File: config.mk
export PLATFORM = sky130hd
export DESIGN_NAME = pipe_ctrl
export DESIGN_NICKNAME = d
export VERILOG_FILES = /design/src/rtl/pipe_ctrl.sv
export SDC_FILE = /design/constraint.sdc
export NUM_CORES = 1
export LEC_CHECK = 0
export BUFFER_PORTS_ARGS = -buffer_cell sky130_fd_sc_hd__buf_2
export CAP_MARGIN = 25
export CORE_UTILIZATION = 35
export CTS_CLUSTER_DIAMETER = 30
export DETAILED_ROUTE_END_ITERATION = 6
export PLACE_DENSITY = 0.58
export SYNTH_ARGS = -nofsm -noshare
export SYNTH_HDL_FRONTEND = slang
export SYNTH_SLANG_ARGS = --single-unit
File: constraint.sdc
create_clock -name clk -period 3.5 [get_ports clk]
set_input_delay 0 -clock clk [delete_from_list [all_inputs] [get_ports clk]]
set_output_delay 0 -clock clk [all_outputs]
set_load 0.02 [all_outputs]
File: src/rtl/pipe_ctrl.sv
// -----------------------------------------------------------------------------
// pipe_ctrl -- pipeline stall / flush / redirect controller
//
// Purpose
//   Produces per-stage stall and flush masks for an NSTAGE-deep in-order
//   pipeline. It arbitrates PC redirect requests coming from the stages.
//   Index 0 is IF; a higher index means an older stage.
//   - A stall request at stage k stalls stage k and every younger stage.
//   - A redirect from stage s is issued in the first cycle that stage s is
//     not stalled. When issued, it flushes every stage younger than s for
//     FLUSH_HOLD cycles.
//   - A redirect that cannot issue yet is held in a one-entry pending slot.
//     If the pending redirect and a new one compete, the older stage wins.
//
// Parameters
//   NSTAGE      pipeline stage count (>= 2)
//   AW          redirect PC width
//   FLUSH_HOLD  cycles flush_o stays asserted per redirect (1..15)
//
// Ports
//   clk            rising-edge clock
//   rst            synchronous active-high reset
//   rdy            global ready; 0 freezes the whole pipeline
//   stall_req_i    per-stage stall request           [NSTAGE]
//   set_pc_e_i     redirect request valid
//   set_pc_i       redirect target PC                [AW]
//   redir_stage_i  index of the requesting stage     [$clog2(NSTAGE)]
//   stall_o        per-stage stall                   [NSTAGE]
//   flush_o        per-stage flush                   [NSTAGE]
//   set_pc_e_o     one-cycle redirect strobe to IF
//   set_pc_o       redirect PC, valid with set_pc_e_o
//   stall_cnt_o    (PIPE_CTRL_PERF_EN only) cycles with rdy=1 and any stall
//   redir_cnt_o    (PIPE_CTRL_PERF_EN only) number of issued redirects
//
// Configuration
//   Define PIPE_CTRL_PERF_EN to add the two 32-bit performance counters.
//   When the macro is undefined, neither the ports nor the counters exist.
// -----------------------------------------------------------------------------
module pipe_ctrl #(
  parameter int NSTAGE     = 5,
  parameter int AW         = 32,
  parameter int FLUSH_HOLD = 1
) (
  input  logic                      clk,
  input  logic                      rst,
  input  logic                      rdy,
  input  logic [NSTAGE-1:0]         stall_req_i,
  input  logic                      set_pc_e_i,
  input  logic [AW-1:0]             set_pc_i,
  input  logic [$clog2(NSTAGE)-1:0] redir_stage_i,
  output logic [NSTAGE-1:0]         stall_o,
  output logic [NSTAGE-1:0]         flush_o,
  output logic                      set_pc_e_o,
  output logic [AW-1:0]             set_pc_o
`ifdef PIPE_CTRL_PERF_EN
  ,
  output logic [31:0]               stall_cnt_o,
  output logic [31:0]               redir_cnt_o
`endif
);

  localparam int SW = $clog2(NSTAGE);
  // FLUSH_HOLD is at most 15, so a 4-bit down-counter is enough.
  localparam logic [3:0] HOLD_LOAD = 4'(FLUSH_HOLD - 1);

  typedef enum logic {
    IDLE = 1'b0,
    PEND = 1'b1
  } state_t;

  // ---------------------------------------------------------------------------
  // State
  // ---------------------------------------------------------------------------
  state_t            state_q, state_d;
  logic [AW-1:0]     pend_pc_q, pend_pc_d;
  logic [SW-1:0]     pend_stage_q, pend_stage_d;
  logic [3:0]        flush_cnt_q, flush_cnt_d;
  logic [NSTAGE-1:0] flush_mask_q, flush_mask_d;

  // ---------------------------------------------------------------------------
  // Stall mask: bit i is set if any stage at index i or older requests a stall.
  // The result is an OR over the suffix of stall_req_i.
  // ---------------------------------------------------------------------------
  logic [NSTAGE-1:0] stall_mask;

  generate
    for (genvar gi = 0; gi < NSTAGE; gi++) begin : g_stall
      assign stall_mask[gi] = |stall_req_i[NSTAGE-1:gi];
    end
  endgenerate

  // ---------------------------------------------------------------------------
  // Arbitration between the incoming redirect and the pending one
  // ---------------------------------------------------------------------------
  logic              pend_v;
  logic              take_in;
  logic              win_v;
  logic [AW-1:0]     win_pc;
  logic [SW-1:0]     win_stage;
  logic              win_blocked;
  logic              issue;
  logic [NSTAGE-1:0] issue_mask;

  assign pend_v = (state_q == PEND);

  always_comb begin
    // Defaults first.
    stall_o     = '1;
    take_in     = 1'b0;
    win_v       = 1'b0;
    win_pc      = pend_pc_q;
    win_stage   = pend_stage_q;
    win_blocked = 1'b0;
    issue       = 1'b0;
    issue_mask  = '0;

    // Stall the whole pipeline while in reset or when rdy is low.
    if (!rst && rdy) begin
      stall_o = stall_mask;
    end

    // The input wins on an equal stage index. Otherwise the older stage wins.
    take_in = set_pc_e_i && (!pend_v || (redir_stage_i >= pend_stage_q));
    win_v   = set_pc_e_i || pend_v;
    if (take_in) begin
      win_pc    = set_pc_i;
      win_stage = redir_stage_i;
    end

    // A stage index that is out of range selects no stall bit, so it is
    // never blocked.
    for (int i = 0; i < NSTAGE; i++) begin
      if (i == int'(win_stage)) begin
        win_blocked = stall_o[i];
      end
    end

    issue = win_v && rdy && !win_blocked && !rst;

    // Flush every stage younger than the redirecting stage.
    for (int i = 0; i < NSTAGE; i++) begin
      issue_mask[i] = (i < int'(win_stage));
    end
  end

  // ---------------------------------------------------------------------------
  // FSM next state, pending slot and flush hold
  // ---------------------------------------------------------------------------
  always_comb begin
    // Defaults first.
    state_d      = IDLE;
    pend_pc_d    = pend_pc_q;
    pend_stage_d = pend_stage_q;
    flush_cnt_d  = flush_cnt_q;
    flush_mask_d = flush_mask_q;

    case (state_q)
      IDLE, PEND: begin
        // The winner either issues now or takes over the pending slot.
        // The loser is dropped in both cases.
        if (win_v && !issue) begin
          state_d      = PEND;
          pend_pc_d    = win_pc;
          pend_stage_d = win_stage;
        end else begin
          state_d = IDLE;
        end
      end
      default: state_d = IDLE;
    endcase

    // The issue cycle is the first flush cycle. The counter covers the
    // remaining FLUSH_HOLD-1 cycles. A new issue restarts the hold.
    // The count ignores stall_o and rdy.
    if (issue) begin
      flush_cnt_d  = HOLD_LOAD;
      flush_mask_d = issue_mask;
    end else if (flush_cnt_q != 4'd0) begin
      flush_cnt_d = flush_cnt_q - 4'd1;
    end
  end

  always_ff @(posedge clk) begin
    if (rst) begin
      state_q      <= IDLE;
      pend_pc_q    <= '0;
      pend_stage_q <= '0;
      flush_cnt_q  <= 4'd0;
      flush_mask_q <= '0;
    end else begin
      state_q      <= state_d;
      pend_pc_q    <= pend_pc_d;
      pend_stage_q <= pend_stage_d;
      flush_cnt_q  <= flush_cnt_d;
      flush_mask_q <= flush_mask_d;
    end
  end

  // ---------------------------------------------------------------------------
  // Outputs
  // ---------------------------------------------------------------------------
  always_comb begin
    set_pc_e_o = issue;
    set_pc_o   = issue ? win_pc : '0;
    flush_o    = '0;
    if (!rst) begin
      if (issue) begin
        flush_o = issue_mask;
      end else if (flush_cnt_q != 4'd0) begin
        flush_o = flush_mask_q;
      end
    end
  end

`ifdef PIPE_CTRL_PERF_EN
  // ---------------------------------------------------------------------------
  // Performance counters. Both wrap naturally at 2^32.
  // ---------------------------------------------------------------------------
  logic [31:0] stall_cnt_q, stall_cnt_d;
  logic [31:0] redir_cnt_q, redir_cnt_d;

  always_comb begin
    stall_cnt_d = stall_cnt_q + 32'(rdy && (stall_o != '0));
    redir_cnt_d = redir_cnt_q + 32'(set_pc_e_o);
  end

  always_ff @(posedge clk) begin
    if (rst) begin
      stall_cnt_q <= '0;
      redir_cnt_q <= '0;
    end else begin
      stall_cnt_q <= stall_cnt_d;
      redir_cnt_q <= redir_cnt_d;
    end
  end

  assign stall_cnt_o = stall_cnt_q;
  assign redir_cnt_o = redir_cnt_q;
`endif

endmodule

==> run_results.csv <==
group,metric,value,unit
sta,setup_viol_count_final,0,
routing,routed_wirelength,8820,µm
cells_and_area,layout_common_cells,"nand2_1, buf_2, a21oi_1",
cells_and_area,syn_to_final_growth,19.2,%
clock_tree,cts_tree,"built",
floorplan,die_h,97.8,µm
yosys,synth_ff_type,"dfxtp_1",
cells_and_area,fill_cells,897,
sta,min_period_over_period,0.939,
sta,worstMarginPinSlew,0.930,ns
sta,slew_viol_final,0,
cells_and_area,fin_util,0.434,
yosys,syn_area_per_cell,7.26,µm²
clock_tree,path_clk_slew,0.09,ns
power_and_ir_drop,p_per_area,358,nW/µm²
grt,grt_usage,0.186,
sta,slew_headroom,0.379,
hold_path,hold_class,"in -> reg",
power_and_ir_drop,ir_drop,289,µV
routing,first_iter_violations,174,
cells_and_area,drive_gt1_frac,0.317,
routing,drtPass1Iterations,7,
yosys,synth_seq_cells,45,
yosys,yosysWarnings,0,
cells_and_area,fin_nets,564,
outcome,status,"finished, violations left",
sta,setup_ws,0.214,ns
floorplan,ioPinCount,87,
floorplan,die_area,9560,µm²
sta,fin_setup_tns,0,ns
clock_tree,clock_path_buffers,2,
yosys,synth_area,3210,µm²
yosys,postSynthCellCount,442,
setup_path,worstPathRequired,3.50,ns
yosys,syn_nets,490,
setup_path,crit_path_end_kind,"output port",
yosys,synth_edf_count,0,
setup_path,cp-start-kind,"register",
clock_tree,numClockSinks,45,
routing,avgRoutedWirePerCell,14.1,µm
placement,place_congestion,0.790,
clock_tree,root_buffer,"clkbuf_8",
sta,final-hold-violation-count,0,
placement,dp_hpwl,6040,µm
cells_and_area,final_common_cell,"nand2_1",
setup_path,crit_fanout,33,
yosys,yosys.cell_types.count,47,
sta,fin_skew,0.00922,ns
setup_path,crit_type,"reg -> out",
outcome,failed_checks,"design-rule violations",
floorplan,initial_core_util,0.364,
sta,rsz0062_at_grt,"false",
grt,grt_max_degree,54,
placement,port-buffer-count,86,
grt,grt_pass1_vias,3173,
grt,overflow,0,
routing,drc,12,
setup_path,r2r_slack,0.48,ns
clock_tree,h-tree-depth,2,
floorplan,die_x,97.8,µm
clock_tree,clk-insertion-delay-late,0.31,ns
routing,drtAntennaViolNets,0,
placement,dp_slack,0.492,ns
yosys,async_flop_share,0,
power_and_ir_drop,p_leak,1.50,nW
floorplan,std_cell_rows,34,
yosys,seq_area_frac_synth,0.281,
sta,fmax,304,MHz
grt,antenna_found_initial,1,
clock_tree,cts_inserted_buffers,5,
cells_and_area,n_antenna_cell,0,
floorplan,core_area,8810,µm²
job,drv_cap,0,
routing,via_per_inst,5.39,
sta,period_needed,3.29,ns
setup_path,critPathArrivalTime,3.29,ns
grt,grt_pass1_wl,14600,µm
routing,vias,3369,
-- per-layer routing --
layer  routed length, µm  GRT usage
met1                4020      0.230
met5                  13          0
met2                4200      0.321
met3                 476     0.0336
met4                 109     0.0746
-- critical path, stage by stage, from the launching register on --
cell and delay [ns]:
dfxtp_1 0.39, inv_1 0.07, ha_1 0.29, nand2_1 0.11, o2111ai_4 0.19, and2_1 0.27, a21oi_1 0.41, a32o_2 0.45
o211ai_2 0.10, buf_4 0.26, a21oi_1 0.23, buf_2 0.21
-- layout make-up --
type / count / area, µm² / share of cell area
multi-input cells: 353 / 2120 / 0.554
flip-flops and latches: 45 / 901 / 0.235
repair buffers: 101 / 547 / 0.143
well taps: 108 / 135 / 0.0353
clock buffers: 5 / 68.8 / 0.0180
inverters: 10 / 37.5 / 0.00981
clock inverters: 3 / 17.5 / 0.00458
-- Yosys cell counts, types with 2 or more instances --
cell	number	area, µm²
buf_4	2	15.0
a21oi_1	73	365
nand3_1	3	15.0
buf_2	3	15.0
nor2b_1	4	25.0
o211ai_1	2	15.0
nand2b_1	4	25.0
or3_1	2	12.5
ha_1	4	50.1
buf_6	5	56.3
o21ai_0	4	20.0
mux2_2	37	417
inv_1	10	37.5
clkbuf_1	24	90.1
nor3_1	5	25.0
nand2_1	133	499
a22oi_1	33	248
a211oi_1	2	15.0
o31ai_1	4	30.0
or2_2	3	18.8
dfxtp_1	45	901
nor2_1	15	56.3
-- sequential cells by signal, summed over array words and instances (netlist names) --
| name | flops |
|---|---|
| pend_stage_q | 3 |
| flush_cnt_q | 4 |
| pend_v | 1 |
| flush_mask_q | 5 |
| pend_pc_q | 32 |
-- stage by stage --
| step | cell area [µm²] | power, mW | hold slack [ns] | std cells |
|---|---|---|---|---|
| 2_1_floorplan | 3210 | 0.924 | 0.139 | 442 |
| 3_3_place_gp | 3720 | 1.04 | 0.332 | 617 |
| 3_5_place_dp | 3720 | 1.05 | 0.348 | 617 |
| 4_1_cts | 3810 | 1.38 | 0.0253 | 625 |
| 5_1_grt | 3830 | 1.46 | 0.0413 | 625 |
| 6_report | 3830 | 1.37 | 0.0286 | 625 |
-- kinds of logic (layout without fill, tap and decap cells) --
family,count (synthesis),count (layout),synth area share
buffers and inverters,44,119,0.0667
xor gates and xnor gates,1,1,0.00273
adders and majority gates,4,4,0.0156
AOI/OAI and AO/OA,130,130,0.257
and+or+nand+nor,179,179,0.240
muxes,39,39,0.138
DFF,45,45,0.281
-- timing repair --
action,CTS,global route
resized for setup,0,3
setup endpoints to repair,0,35
hold buffers,0,0
buffers inserted,0,0
-- power breakdown --
group          total [mW]  leakage [nW]  switching (mW)  internal (mW)
Sequential          0.602         0.370          0.0367          0.565
Clock               0.331        0.0439           0.192          0.138
Combinational       0.439          1.08           0.261          0.177
-- path summary, 6_finish.rpt --
| check | endpoint | start | cells past startpoint |
|---|---|---|---|
| setup / recovery | set_pc_o[15] | pend_stage_q[2]$_SDFFE_PP0P_ | 11 |
| hold / removal | pend_pc_q[28]$_SDFFE_PP0P_ | set_pc_i[28] | 3 |
| setup reg to reg | pend_pc_q[22]$_SDFFE_PP0P_ | pend_stage_q[2]$_SDFFE_PP0P_ | 10 |
| hold reg to reg | flush_mask_q[4]$_SDFFE_PP0P_ | flush_mask_q[4]$_SDFFE_PP0P_ | 2 |
(Power assumes the default switching activity.)
